`src/rtl/tick_phase_sequencer_pkg.sv`:
```
// Shared state encodings and default widths for the tick phase sequencer and its bench.
package tick_phase_sequencer_pkg;

  localparam int BIT_SZ_DEF = 16;
  localparam int NPHASE_DEF = 4;
  localparam int REP_SZ_DEF = 8;

  localparam logic [1:0] S_IDLE = 2'd0;
  localparam logic [1:0] S_LOAD = 2'd1;
  localparam logic [1:0] S_RUN  = 2'd2;
  localparam logic [1:0] S_DONE = 2'd3;

  function automatic logic is_busy(input logic [1:0] st);
    return (st == S_LOAD) || (st == S_RUN);
  endfunction

endpackage

```
`src/rtl/tick_phase_sequencer_if.sv`:
```
// Control, table-write and status bundle of the tick phase sequencer.
interface tick_phase_sequencer_if #(
  parameter int BIT_SZ = 16,
  parameter int NPHASE = 4,
  parameter int REP_SZ = 8
);
  localparam int PH_SZ = $clog2(NPHASE);

  logic              enable;
  logic              start;
  logic              abort;
  logic              cfg_we;
  logic [PH_SZ-1:0]  cfg_addr;
  logic [BIT_SZ-1:0] cfg_modulo;
  logic [REP_SZ-1:0] cfg_reps;
  logic              tick;
  logic [PH_SZ-1:0]  phase;
  logic              busy;
  logic              done;

  modport master (
    output enable, start, abort, cfg_we, cfg_addr, cfg_modulo, cfg_reps,
    input  tick, phase, busy, done
  );

  modport slave (
    input  enable, start, abort, cfg_we, cfg_addr, cfg_modulo, cfg_reps,
    output tick, phase, busy, done
  );
endinterface

```
`src/rtl/tick_phase_sequencer_divider.sv`:
```
// Modulo tick divider: counts enabled clocks while running, pulses tick on each wrap.
module tick_phase_sequencer_divider #(
  parameter int BIT_SZ = 16
) (
  input  logic              clock,
  input  logic              reset,
  input  logic              run,
  input  logic              enable,
  input  logic              clear,
  input  logic [BIT_SZ-1:0] modulo,
  output logic              tick,
  output logic              wrap
);
  localparam logic [BIT_SZ-1:0] ONE = BIT_SZ'(1);

  logic [BIT_SZ-1:0] count;

  // modulo-1 is only meaningful once a zero modulo has been ruled out
  assign wrap = run && enable && (modulo != '0) && (count == modulo - ONE);

  always_ff @(posedge clock or posedge reset) begin
    if (reset) begin
      count <= '0;
      tick  <= 1'b0;
    end else if (clear) begin
      count <= '0;
      tick  <= 1'b0;
    end else begin
      tick <= wrap;
      if (wrap)
        count <= '0;
      else if (run && enable)
        count <= count + ONE;
    end
  end
endmodule

```
`src/rtl/tick_phase_sequencer.sv`:
```
// Table-driven tick sequencer: plays NPHASE {modulo, reps} entries as tick bursts.
// Define TICK_SEQ_LOOP_EN to replay the table continuously instead of one-shot.
module tick_phase_sequencer
  import tick_phase_sequencer_pkg::*;
#(
  parameter int BIT_SZ = 16,
  parameter int NPHASE = 4,
  parameter int REP_SZ = 8
) (
  input logic                  clock,
  input logic                  reset,
  tick_phase_sequencer_if.slave bus
);
  localparam int               PH_SZ   = $clog2(NPHASE);
  localparam logic [PH_SZ-1:0] LAST_PH = PH_SZ'(NPHASE - 1);

  logic [BIT_SZ-1:0] tbl_modulo [NPHASE];
  logic [REP_SZ-1:0] tbl_reps   [NPHASE];
  logic [1:0]        state;
  logic [PH_SZ-1:0]  phase;
  logic [BIT_SZ-1:0] work_modulo;
  logic [REP_SZ-1:0] reps_left;
  logic              busy;
  logic              wrap;
  logic              div_tick;
  logic              entry_skip;
  logic              last_ph;
`ifdef TICK_SEQ_LOOP_EN
  logic              ticked;
`endif

  assign busy       = is_busy(state);
  assign entry_skip = (tbl_modulo[phase] == '0) || (tbl_reps[phase] == '0);
  assign last_ph    = (phase == LAST_PH);

  always_ff @(posedge clock or posedge reset) begin
    if (reset) begin
      for (int i = 0; i < NPHASE; i++) begin
        tbl_modulo[i] <= '0;
        tbl_reps[i]   <= '0;
      end
    end else if (bus.cfg_we && !busy) begin
      tbl_modulo[bus.cfg_addr] <= bus.cfg_modulo;
      tbl_reps[bus.cfg_addr]   <= bus.cfg_reps;
    end
  end

  always_ff @(posedge clock or posedge reset) begin
    if (reset) begin
      state       <= S_IDLE;
      phase       <= '0;
      work_modulo <= '0;
      reps_left   <= '0;
`ifdef TICK_SEQ_LOOP_EN
      ticked      <= 1'b0;
`endif
    end else if (bus.abort) begin
      state <= S_IDLE;
      phase <= '0;
    end else begin
      case (state)
        S_IDLE: if (bus.start) begin
          state <= S_LOAD;
          phase <= '0;
`ifdef TICK_SEQ_LOOP_EN
          ticked <= 1'b0;
`endif
        end
        S_LOAD: if (entry_skip) begin
          if (last_ph) state <= S_DONE;
          else         phase <= phase + PH_SZ'(1);
        end else begin
          // working copy isolates the running phase from table edits
          work_modulo <= tbl_modulo[phase];
          reps_left   <= tbl_reps[phase];
          state       <= S_RUN;
        end
        S_RUN: if (wrap && (reps_left != '0)) begin
          reps_left <= reps_left - REP_SZ'(1);
`ifdef TICK_SEQ_LOOP_EN
          ticked <= 1'b1;
`endif
          if (reps_left == REP_SZ'(1)) begin
            if (last_ph) state <= S_DONE;
            else begin
              state <= S_LOAD;
              phase <= phase + PH_SZ'(1);
            end
          end
        end
        S_DONE: begin
          phase <= '0;
`ifdef TICK_SEQ_LOOP_EN
          // a pass that emitted nothing would spin forever, so stop instead
          state  <= ticked ? S_LOAD : S_IDLE;
          ticked <= 1'b0;
`else
          state <= S_IDLE;
`endif
        end
        default: state <= S_IDLE;
      endcase
    end
  end

  tick_phase_sequencer_divider #(.BIT_SZ(BIT_SZ)) u_div (
    .clock  (clock),
    .reset  (reset),
    .run    (state == S_RUN),
    .enable (bus.enable),
    .clear  ((state != S_RUN) || bus.abort),
    .modulo (work_modulo),
    .tick   (div_tick),
    .wrap   (wrap)
  );

  assign bus.tick  = div_tick;
  assign bus.phase = phase;
  assign bus.busy  = busy;
  assign bus.done  = (state == S_DONE);
endmodule

```
`src/flat_wrapper.sv`:
```
// flat-port wrapper written by rule: the top's interface ports become plain ports
module tick_phase_sequencer_flat import tick_phase_sequencer_pkg::*;
#(
  parameter int BIT_SZ = 16,
  parameter int NPHASE = 4,
  parameter int REP_SZ = 8
)
  (clock, reset, bus_enable, bus_start, bus_abort, bus_cfg_we, bus_cfg_addr, bus_cfg_modulo, bus_cfg_reps, bus_tick, bus_phase, bus_busy, bus_done);
  tick_phase_sequencer_if #(.BIT_SZ(BIT_SZ), .NPHASE(NPHASE), .REP_SZ(REP_SZ)) bus_i ();
  input logic clock;
  input logic reset;
  input wire logic [$bits(bus_i.enable)-1:0] bus_enable;
  input wire logic [$bits(bus_i.start)-1:0] bus_start;
  input wire logic [$bits(bus_i.abort)-1:0] bus_abort;
  input wire logic [$bits(bus_i.cfg_we)-1:0] bus_cfg_we;
  input wire logic [$bits(bus_i.cfg_addr)-1:0] bus_cfg_addr;
  input wire logic [$bits(bus_i.cfg_modulo)-1:0] bus_cfg_modulo;
  input wire logic [$bits(bus_i.cfg_reps)-1:0] bus_cfg_reps;
  output wire logic [$bits(bus_i.tick)-1:0] bus_tick;
  output wire logic [$bits(bus_i.phase)-1:0] bus_phase;
  output wire logic [$bits(bus_i.busy)-1:0] bus_busy;
  output wire logic [$bits(bus_i.done)-1:0] bus_done;
  assign bus_i.enable = bus_enable;
  assign bus_i.start = bus_start;
  assign bus_i.abort = bus_abort;
  assign bus_i.cfg_we = bus_cfg_we;
  assign bus_i.cfg_addr = bus_cfg_addr;
  assign bus_i.cfg_modulo = bus_cfg_modulo;
  assign bus_i.cfg_reps = bus_cfg_reps;
  assign bus_tick = bus_i.tick;
  assign bus_phase = bus_i.phase;
  assign bus_busy = bus_i.busy;
  assign bus_done = bus_i.done;
  tick_phase_sequencer #(.BIT_SZ(BIT_SZ), .NPHASE(NPHASE), .REP_SZ(REP_SZ)) u_core (.clock(clock), .reset(reset), .bus(bus_i));
endmodule
```
`config.mk`:
```
export PLATFORM = sky130hd
export DESIGN_NAME = tick_phase_sequencer_flat
export DESIGN_NICKNAME = d
export VERILOG_FILES = /design/src/rtl/tick_phase_sequencer_pkg.sv /design/src/rtl/tick_phase_sequencer_if.sv /design/src/rtl/tick_phase_sequencer_divider.sv /design/src/rtl/tick_phase_sequencer.sv /design/src/flat_wrapper.sv
export SDC_FILE = /design/constraint.sdc
export NUM_CORES = 1
export LEC_CHECK = 0
export BUFFER_PORTS_ARGS = -buffer_cell sky130_fd_sc_hd__buf_4
export CORE_MARGIN = 2
export CORE_UTILIZATION = 53
export CTS_CLUSTER_DIAMETER = 50
export DETAILED_ROUTE_END_ITERATION = 12
export HOLD_SLACK_MARGIN = 0.02
export PLACE_DENSITY_LB_ADDON = 0.2
export SLEW_MARGIN = 20
export SYNTH_ARGS = -nofsm -noshare
export SYNTH_HDL_FRONTEND = slang
export SYNTH_HIERARCHICAL = 1
export SYNTH_SLANG_ARGS = --single-unit
```
`constraint.sdc`:
```
create_clock -name clock -period 5.1 [get_ports clock]
set_clock_uncertainty 0.15 [all_clocks]
set_input_delay 0.765 -clock clock [delete_from_list [all_inputs] [get_ports clock]]
set_output_delay 0.765 -clock clock [all_outputs]
set_load 0.01 [all_outputs]
```
==> summary.md, run 1 <==
Counting tap cells, the placed design contains a total of 776 instances. After detailed routing, the number of remaining DRC violations is 0. TritonCTS sink count: 141. Setup violations remaining at the end of the flow were counted as 0.

For the relative max-transition margin, the log shows 0.3414. The final worst hold slack is 0.3115 ns. STA classifies the critical path endpoint as a flop.

Setup repair after global routing left no endpoint under its margin. The max-slew violation count is 0, and the insertion delay to the later sink of the worst-skew pair is 0.42 ns. Maximum root-to-sink buffer count: 2. Timing would allow up to 255.7 MHz.

Measured in cells, the most critical reg-to-reg path has a length of 13. The final cell count without fillers is 807, and the top-area cell type share of the netlist area is 0.4803. The run gives 381 as the violation count after the first detailed-route iteration. The net total in the final layout came out at 658. Cell family with the largest share of critical-path delay: compound AO/OA/AOI/OAI gates. The final route contains 4795 vias.

The startpoint of the most critical setup path was u_core/work_modulo[0]$_DFFE_PP0P_. Gates resized during post-CTS repair numbered 0. Max-cap violations in this run came to 0. The critical path ends at u_core/bus.phase[0]$_DFFE_PP0P_. Among all cell types in the netlist, the one instantiated most often is dfrtp_1. In the final timing run, aggregate negative setup slack is 0 ns. After layout, the minimum clock period comes to 3.910 ns. The ratio of cells with drive above 1 in the final layout was 0.3493. Ranked by instance count, the synthesized netlist is headed by dfrtp_1 (141), mux2_2 (114), nor2_1 (33).

The Yosys step of the flow raised 6 warnings. The mean cell area of the mapped netlist works out to 12.69 µm². The die covers 14820 µm². Internal power comes to 3265 µW. Starting utilization of the core area: 0.5354. Clock tree synthesis inserted a total of 17 buffers.

The number of gates on the worst path with buffers counted is 13, and the share of flip-flops with an asynchronous set or reset after synthesis is 1.000. The logs give 7346 µm² for the netlist area before placement and 622 for the post-synth net total. The launch instance of the worst register-to-register path is u_core/work_modulo[0]$_DFFE_PP0P_. STA puts the critical path data arrival time at 4.06 ns. The number of placement rows is 43, and the final worst-path setup slack is 1.190 ns. The share of the yosys chip area belonging to registers was 0.4803. IR analysis of the VDD net gives a maximum drop of 0.3577 mV.

The power density relative to cell area is 580.4 nW/µm², and the core region area is 13720 µm². The critical path launch point type is a flop. For this design, the slowest cell found on the critical path is dfrtp_1. The first global-routing pass estimated 24990 µm of wire. The leading area contributor after synthesis was dfrtp_1.

met2 is the most crowded layer. The most used flip-flop cell after synthesis is dfrtp_1. The fraction of the cycle the final worst path needs was 0.7667. Summed over all layers, the routed wires come to 15030 µm. The tools report the core utilization of the finished layout as 0.6079.

In the post-synthesis netlist, the biggest area contributors are dfrtp_1 (48%), mux2_2 (17%), mux4_2 (4.0%), mux4_1 (3.9%), ha_1 (1.9%). The clock group share of total power was 0.248. The root buffer selected by CTS is clkbuf_16. For the global-route total usage across every layer, the log shows 0.2189. In the final routed layout, each cell accounts on average for 18.62 µm.

The number of antenna diodes in the final layout is 0. The number of levels the H-tree was split into was 4; the number of hold-slack violations in the final timing report was 0. The tools report the register-to-register setup slack as 1.19 ns. The number of buffers and inverters on the critical path was 1.

By startpoint and endpoint, the worst setup path is classified as flop to flop. The die outline height was 121.7 µm. The number of antenna violations at the first check in global routing came out at 0. The cell repeated most along the worst path is nand3_1. The endpoint identified for the worst register-to-register timing path is u_core/bus.phase[0]$_DFFE_PP0P_. The worst setup slack before clock tree synthesis was 1.370 ns. The tools report the first-pass detailed-route iteration total as 5. The largest fanout on the critical path is 9, and the fraction of met2 tracks used by global routing is 0.3455.

The tools report the gate count after technology mapping as 579. For this design the total switching power over the nets is 1576 µW. Traced cell by cell, the critical path runs through inv_1 -> ha_1 -> nor2b_1 -> or3_1 -> a31oi_1 -> nand3_1 -> nor4b_1 -> o211a_1 -> nand2_1 -> o31ai_1 -> a21o_1 -> nand3_1 -> mux2_2.

Entering global routing, the biggest net connects 86 pins. At the worst endpoint, the required time is 5.25 ns. The tightest min-delay check is of the primary input to async pin type. The global routing met1 resource utilization is 0.3012, and the global placement routability congestion is 0.8421. In this run, synthesis produced a sequential element count of 141. The number of buffers added for setup after CTS was 0; the longest individual stage delay on the worst path was 0.53 ns. TritonCTS built the clock tree. At the pin with the least slew margin, the transition time is 0.9879 ns. The run finished with clean final reports.

The net switching fraction of the power is 0.3256, and the count of different cell masters after synthesis is 64. For the count of antenna-violating nets left after detailed routing, the log shows 0. Register clock-pin slew on the reported worst setup and hold paths: 0.06 ns. The number of global-route vias before repair was 4842. Growth of design area from synthesis to finish: 13.54%. The run gives 0.412 as the sequential power share. The number of hold buffers added after CTS was 0. For the placed wire-length estimate, the log shows 10320 µm.

The number of ports placed on the die boundary is 37, and the number of enable-type register cells in the synthesized netlist is 0. The number of port buffers is 36, and the residual overflow from global routing is 0. The tools report the met3 usage as 0.05478. Logic gate share of total power: 0.340.

For the cell leakage power, the log shows 0.003430 µW. The detail-routed via count per cell was 5.942; the horizontal die dimension was 121.7 µm.
==> registers in the layout (all words and copies together), names as in the netlist <==
register            cells
u_core/tbl_reps        32
u_core/reps_left        8
u_core/u_div/tick       1
u_core/u_div/count     16
u_core/bus.phase        2
u_core/work_modulo     16
u_core/tbl_modulo      64
u_core/state            2
==> cell families (layout without fill, tap and decap cells) <==
family	after synthesis	in the layout	share of synthesized area
flip-flops	141	141	0.4803
AND/OR/NAND/NOR	157	157	0.1213
XOR/XNOR	27	27	0.03219
AO/OA/AOI/OAI	64	64	0.06490
adder cells (fa/ha/maj)	11	11	0.01874
buffers and inverters	41	89	0.02862
multiplexers	138	138	0.2540
==> layout make-up <==
type,count,area [µm²]
clock inverter,9,113.9
multi-input combinational,397,3617
inverter,13,53.80
fill,1062,5379
tap,180,225.2
sequential,141,3528
clock buffer,22,464.2
timing repair buffer,45,337.8
==> routing by layer <==
| metal | vias up | wire length [µm] |
|---|---|---|
| li1 | 2237 | - |
| met2 | 100 | 7302 |
| met4 | 0 | 155 |
| met1 | 2444 | 6971 |
| met5 | - | 0 |
| met3 | 14 | 598 |
==> stage by stage <==
step,area [µm²],power (µW)
after floorplan,7346,3219
after global placement,7760,3548
after detailed placement,7760,3636
after CTS,8338,4857
after global routing,8341,5129
final,8341,4841
==> cells in the final DEF, fill, tap and decap left out, drive strengths merged, types with 7 or more instances in the layout <==
master	count
a21oi	12
a31oi	7
buf	45
clkbuf	22
dfrtp	141
ha	11
inv	13
mux2	114
mux4	24
nand2	28
nand2b	10
nand3	14
nor2	33
nor3	16
nor4	16
o21ai	13
xnor2	12
xor2	15
==> power by group through the flow <==
stage | clock network, µW | logic [µW] | registers [µW]
detailed placement | 0 | 1630 | 2000
global placement | 0 | 1580 | 1960
CTS | 1220 | 1650 | 1990
finish | 1200 | 1650 | 2000
floorplan | 0 | 1380 | 1840
global route | 1280 | 1790 | 2060
==> how the worst min path moves through the flow <==
stage | start | endpoint | slack (ns) | cells after the start
floorplan | u_core/tbl_modulo[10]$_DFFE_PP0P_ | u_core/tbl_modulo[10]$_DFFE_PP0P_ | 0.32 | 1
global placement | u_core/tbl_modulo[13]$_DFFE_PP0P_ | u_core/tbl_modulo[13]$_DFFE_PP0P_ | 0.33 | 1
detailed placement | u_core/tbl_modulo[33]$_DFFE_PP0P_ | u_core/tbl_modulo[33]$_DFFE_PP0P_ | 0.34 | 1
CTS | reset | u_core/u_div/tick$_DFF_PP0_ | 0.32 | 2
global route | u_core/tbl_reps[5]$_DFFE_PP0P_ | u_core/tbl_reps[5]$_DFFE_PP0P_ | 0.36 | 1
finish | reset | u_core/state[0]$_DFFE_PP0P_ | 0.31 | 2
Note: power is estimated with default switching activity, not from simulation.
==> inputs of run 2 (changes only) <==
clock period = 3.7 ns   (was 5.1 ns; I/O delays follow)
==> run 2 against run 1 <==
Sequential share of layout area down 0.59 points. Combinational power increased by 45%. Via count grew 1.1%. Fmax increased by 13%. Critical path type unchanged. Design area increased by 1.4%. Die area did not move. Worst setup slack worse by 0.96 ns. Register-to-register slack worse by 0.96 ns. Routed wire length increased by 4.5%. Sequential cell count unchanged.
==> summary.md, run 2 (synthesis gave the netlist of run 1 again) <==
The flow ran to the end, and the final reports show no timing, DRC or antenna violations. Pin placement for this block handled 37 I/O pins. The violation count after the first detailed-route iteration was 412. In this run the horizontal extent of the chip is 121.7 µm. The net total in the final layout was 661. The library cell used most frequently in the layout, excluding fill and tap cells, is dfrtp_1.

The TritonCTS buffer count was 17; the number of global-route vias before repair was 5162. The region available for standard cell placement spans 13720 µm². The layer flagged by global routing as most heavily used is met2. The critical path launch point type was a flop. The number of antenna violations at the first check in global routing is 0, and the power density relative to cell area is 810.6 nW/µm². The floorplan has 43 rows. Data arrives at the worst endpoint at 3.63 ns. For the global-route wire length before repair, the log shows 26570 µm. The cell with the largest stage delay on the worst path is or4_1. The run gives 7809 µm² as the area of placed instances. The global routing met1 resource utilization came out at 0.3167.

After global routing the overflow that remains totals 0. The tools report the total power after layout as 6857 µW. In the final layout, the registers with the most flip-flops are u_core/tbl_modulo x64, u_core/tbl_reps x32. The tools report the final routed DRC violation total as 0. Setup slack closes at 0.2332 ns. The time the final worst path needs with I/O delays and setup is 3.467 ns, and the largest net degree at the start of global routing is 125.

Maximum root-to-sink buffer count: 2. Summed over all nets, the half-perimeter wirelength after detailed placement is 10540 µm. The run gives 0.09350 ns as the final worst hold slack. Detail-routed via count per cell: 5.979.

Worst hold-check path type: primary input to async pin. Summing over every cut layer, the via total after detailed routing is 4849. For the insertion delay to the later sink of the worst-skew pair, the log shows 0.43 ns. Once the clock tree was built, the setup fixing pass inserted 0 buffers. The antenna diode count is 0, and the TritonCTS sink count is 141.

At the end of routability-driven placement, the weighted congestion stood at 0.9180. Setup violations remaining at the end of the flow were counted as 0. TritonCTS built the clock tree. After routing, the total negative slack on setup checks comes to 0 ns. Across the VDD grid, the largest voltage drop is 0.4963 mV. The logs give 4 for the number of levels the H-tree was split into and 8459 µm² for the cell area after layout. Relative to the synthesized area, the layout overhead comes to 15.16%.

The longest individual stage delay on the worst path was 0.69 ns; the count of hold buffers inserted by post-cts repair was 0. The starting utilization of the core area is 0.5354, and the register clock-pin slew on the reported worst setup and hold paths is 0.06 ns. For the met3 usage, the log shows 0.05571. The run gives 0.5560 as the relative max-transition margin. The library cells used most frequently in the layout, excluding fill and tap cells, are dfrtp_1 (141), mux2_2 (114), buf_4 (46). At the worst endpoint, the required time is 3.86 ns. Port buffering added 36 buffers.

By startpoint and endpoint, the worst setup path is classified as flop to flop. Cell repeated most along the worst path: nand3_1. The max-slew violation count came out at 0. The register containing the most flip-flops in the final layout is u_core/tbl_modulo. The tool flagged a number of max-cap violations equal to 0. Derived from the worst setup path, the maximum achievable clock frequency is 288.5 MHz. Walking the worst path, the cells encountered are or4_1 -> nor4_2 -> xnor2_1 -> nand3_1 -> nor4b_2 -> o211a_1 -> nand2_1 -> o31ai_2 -> a21o_1 -> nand3_1 -> mux2_2. At the pin with the least slew margin, the transition time is 0.6660 ns. The die outline height was 121.7 µm.

The fraction of the cycle the final worst path needs works out to 0.9370. For the number of hold-slack violations in the final timing report, the log shows 0. STA classifies the critical path endpoint as a flop. The root buffer cell chosen for the clock tree is clkbuf_16. The fraction of met2 tracks used by global routing came out at 0.3676. Setup repair after global routing left no endpoint under its margin. The run gives 0 as the post-CTS resize count.

Dividing the detail-routed wire length by the instance count gives 19.36 µm. Count of antenna-violating nets left after detailed routing: 0. The worst setup slack before clock tree synthesis is 0.1045 ns, and the first-pass detailed-route iteration total is 5. The total die area came out at 14820 µm². The largest fanout on the critical path was 7. The ratio of cells with drive above 1 in the final layout works out to 0.3677. The register with the most flip-flops in the layout has 64 of them. Summed over all layers, the routed wires come to 15700 µm. The global-route total usage across every layer is 0.2321, and the cell leakage power is 0.003478 µW.
==> run 2: changes by cell type in the layout (fill, tap and decap cells not counted), moves of 2 or more <==
cell	change
buf_12	+2
clkbuf_1	-3
inv_6	+2
inv_8	+2
nor4_1	-2
nor4_2	+2
==> run 2: per-stage QoR <==
stage	util	cells
finish	0.6166	811
global route	0.6166	811
CTS	0.6144	811
detailed placement	0.5692	779
global placement	0.5692	779
floorplan	-	579
==> run 2: final cells by class <==
class,count,area [µm²]
Sequential cell,141,3528
Multi-Input combinational cell,397,3647
Timing Repair Buffer,48,385.4
Inverter,13,52.55
Tap cell,180,225.2
Clock inverter,14,181.4
Fill cell,1069,5260
Clock buffer,18,439.2
==> run 2: worst max-delay path, delay by kind of cell, from the launching register on <==
kind / cells / cell delay [ns]
compound gates: 3 / 0.69
flops: 1 / 0.45
xor+xnor: 1 / 0.18
simple gates: 6 / 1.60
mux: 1 / 0.29
==> run 2: power breakdown <==
part	leakage, µW	switching, µW	internal, µW	total [µW]
Combinational	0.00145	1110	1290	2400
Sequential	0.00172	446	2220	2670
Clock	0.000301	700	1090	1790
Total	0.00348	2250	4600	6860
==> run 2: final timing paths <==
kind	from	endpoint	slack (ns)	cells after the start
setup / recovery	u_core/work_modulo[7]$_DFFE_PP0P_	u_core/bus.phase[0]$_DFFE_PP0P_	0.23	11
hold / removal	reset	u_core/u_div/count[5]$_DFFE_PP0P_	0.09	2
setup reg to reg	u_core/work_modulo[7]$_DFFE_PP0P_	u_core/bus.phase[0]$_DFFE_PP0P_	0.23	11
hold reg to reg	u_core/tbl_modulo[61]$_DFFE_PP0P_	u_core/tbl_modulo[61]$_DFFE_PP0P_	0.35	1
max in group asynchronous	reset	u_core/work_modulo[5]$_DFFE_PP0P_	2.73	3
min in group clock	bus_abort	u_core/state[0]$_DFFE_PP0P_	0.21	2
==> run 2: routing by layer <==
metal | wire length (µm) | vias to the layer above
met5 | 0 | -
met3 | 693 | 23
met2 | 7623 | 135
li1 | - | 2236
met4 | 212 | 0
met1 | 7170 | 2455
==> inputs of run 3 (changes only) <==
CORE_MARGIN = default   (was 2)
clock period = 3.32 ns   (was 3.7 ns; I/O delays follow)
==> run 3 against run 2 <==
Die area down 3.3%. Routed wire length rose by 2.4%. Clock power decreased by 4%.
==> summary.md, run 3 (synthesis gave the netlist of run 1 again) <==
The cell leakage power is 0.003571 µW. The detailed router used layers up to and including met4. For this run, the top clock speed supported by timing is 304.9 MHz. The residual overflow from global routing is 0. The worst-case IR drop observed on VDD is 0.6301 mV. Length of routed wiring on met1: 7430 µm. The tools report the launch instance of the worst register-to-register path as u_core/work_modulo[3]$_DFFE_PP0P_. The run gives 438 as the violation count after the first detailed-route iteration. Power spread over the standard cell area amounts to 884.6 nW/µm². The tools report the startpoint of the lowest-slack hold path as bus_abort.

The pre-antenna-repair detailed-routing pass consisted of 4 iterations. At the placement stage, the worst setup path has a slack of -0.1224 ns. TritonCTS built the clock tree. The actual slew at the worst max-slew pin was 0.6710 ns. The max-slew violation count is 0.

Dividing the detail-routed via count by the number of cells gives 6.008. The worst-case hold path end point was u_core/state[0]$_DFFE_PP0P_. The H-tree was split into 4 levels. Pin placement for this block handled 37 I/O pins. The routed design uses 7845 µm of met2 wire. In the detailed route, the total length drawn on met3 is 582 µm. The library cells used most frequently in the layout, excluding fill and tap cells, are dfrtp_1 (141), mux2_2 (113), buf_4 (71). The floorplan step defined a die boundary enclosing 14340 µm². No sink is reached through more buffers than the 2 on the longest clock path.

The global-route total usage across every layer is 0.2411, and the number of placement rows is 42. The register containing the most flip-flops in the final layout was u_core/tbl_modulo. In this run the horizontal extent of the chip is 119.7 µm. The worst hold path passes through 2 cells. The max-cap check violation count is 0. The worst endpoint required time is 3.46 ns. The tools report the number of hold-slack violations in the final timing report as 0. The flow ran to the end, and the final reports show no timing, DRC or antenna violations.

Final setup TNS: 0 ns. Compared with the post-synthesis result, the final layout area differs by 17.39%. The fraction of the cycle the final worst path needs came out at 0.9878.

Setup repair after global routing could not meet its margin everywhere. In this run the worst path has a maximum fanout of 5. The count of antenna-violating nets left after detailed routing was 0. The worst setup path is launched from a flop.

After detailed placement, the design holds a cell count of 797. The worst setup path is captured at a flop. Time the final worst path needs with I/O delays and setup: 3.280 ns.

The largest registers in the layout are u_core/tbl_modulo x64, u_core/tbl_reps x32. The congestion estimate from routability-driven global placement came to 0.8957. In this run the worst hold path is classified as primary input to flop. The first global-routing pass estimated 26560 µm of wire.

The tools report the number of vias in the routed layout as 4999. The total power after layout is 7629 µW, and the critical path arrival is 3.42 ns. From bottom edge to top edge, the die measures 119.7 µm. Setup violations remaining at the end of the flow were counted as 0. The library cell used most frequently in the layout, excluding fill and tap cells, is dfrtp_1. The number of flip-flops under the largest register name was 64; the number of antenna violations at the first check in global routing was 0. 0 antenna diodes ended up in the layout.

The starting utilization of the core area was 0.5482. In the routed design, unresolved DRC markers number 0. The number of port buffers is 36, and the final worst-path setup slack is 0.04042 ns. The endpoint identified for the worst register-to-register timing path is u_core/bus.phase[0]$_DFFE_PP0P_. Across all register-to-register paths, the minimum setup slack is 0.04 ns.

The average detailed-routed wire length per instance was 19.32 µm; the largest net degree at the start of global routing was 69. The relative max-transition margin came out at 0.5522. The region available for standard cell placement spans 13400 µm². After clock tree synthesis, the clock-pin slew on the worst setup and hold paths is 0.06 ns. The later pin in the worst-skew pair is clocked with a latency of 0.41 ns. The run gives 11000 µm as the placed wire-length estimate. Final cell count without fillers: 832. The critical path class is flop to flop. The tools report the net total in the final layout as 687. The number of global-route vias before repair was 5121; the TritonCTS buffer count was 17. For this block, the routed nets add up to 16080 µm of wire. Measured in cells, the most critical reg-to-reg path has a length of 12. In this run the clock root is driven by a clkbuf_16. The final worst hold slack was 0.1616 ns. The clock drives 141 sinks. The ratio of cells with drive above 1 in the final layout is 0.3948.
run 3: area by class of cell:
| cell class | instances | area (µm²) |
|---|---|---|
| clock buffer | 21 | 440.4 |
| fill | 1015 | 4777 |
| timing repair buffer | 74 | 583.1 |
| inverter | 13 | 52.55 |
| sequential | 141 | 3528 |
| clock inverter | 10 | 93.84 |
| multi-input combinational | 397 | 3705 |
| tap | 176 | 220.2 |
run 3: worst max-delay path by stage:
stage          slack [ns]  cells past startpoint                         endpoint                               from
2_1_floorplan        0.06                     12      u_core/state[1]$_DFFE_PP0P_  u_core/work_modulo[4]$_DFFE_PP0P_
3_3_place_gp        -0.08                     11      u_core/state[1]$_DFFE_PP0P_  u_core/work_modulo[3]$_DFFE_PP0P_
3_5_place_dp        -0.12                     11      u_core/state[1]$_DFFE_PP0P_  u_core/work_modulo[3]$_DFFE_PP0P_
4_1_cts             0.001                     11  u_core/bus.phase[0]$_DFFE_PP0P_  u_core/work_modulo[3]$_DFFE_PP0P_
5_1_grt             -0.12                     11      u_core/state[1]$_DFFE_PP0P_  u_core/work_modulo[2]$_DFFE_PP0P_
6_report             0.04                     12  u_core/bus.phase[0]$_DFFE_PP0P_  u_core/work_modulo[3]$_DFFE_PP0P_
run 3: report_power, final:
| group | switching, µW | internal (µW) |
|---|---|---|
| sequential | 437 | 2480 |
| clock | 699 | 1020 |
| combinational | 1380 | 1610 |
run 3: through the flow:
step / instance area [µm²] / utilization
2_1_floorplan: 7350 / -
3_3_place_gp: 7969 / 0.5947
3_5_place_dp: 7969 / 0.5947
4_1_cts: 8531 / 0.6366
5_1_grt: 8623 / 0.6435
6_report: 8623 / 0.6435
run 3: timing repair:
item / CTS / global route
hold endpoints to repair: 20 / 0
setup buffers: 0 / 3
endpoints found under the setup margin: 4 / 12
pin swaps: 0 / 8
hold buffers: 1 / 0
gates resized for setup: 3 / 13
run 3: routing by layer:
metal | global-route usage | up-vias
met5 | 0 | -
met4 | 0.06406 | 0
met3 | 0.05751 | 19
met2 | 0.3934 | 98
met1 | 0.3235 | 2582
li1 | - | 2300
run 3: worst max-delay path, cell delays in order, from the launching register on:
cell,delay (ns)
dfrtp_1,0.39
buf_4,0.14
or4_4,0.52
nor4_1,0.32
xnor2_1,0.18
nand3_1,0.12
nor4b_2,0.24
o211a_1,0.23
nand2_2,0.08
o31ai_4,0.26
a21o_1,0.19
nand3_2,0.08
mux2_4,0.27
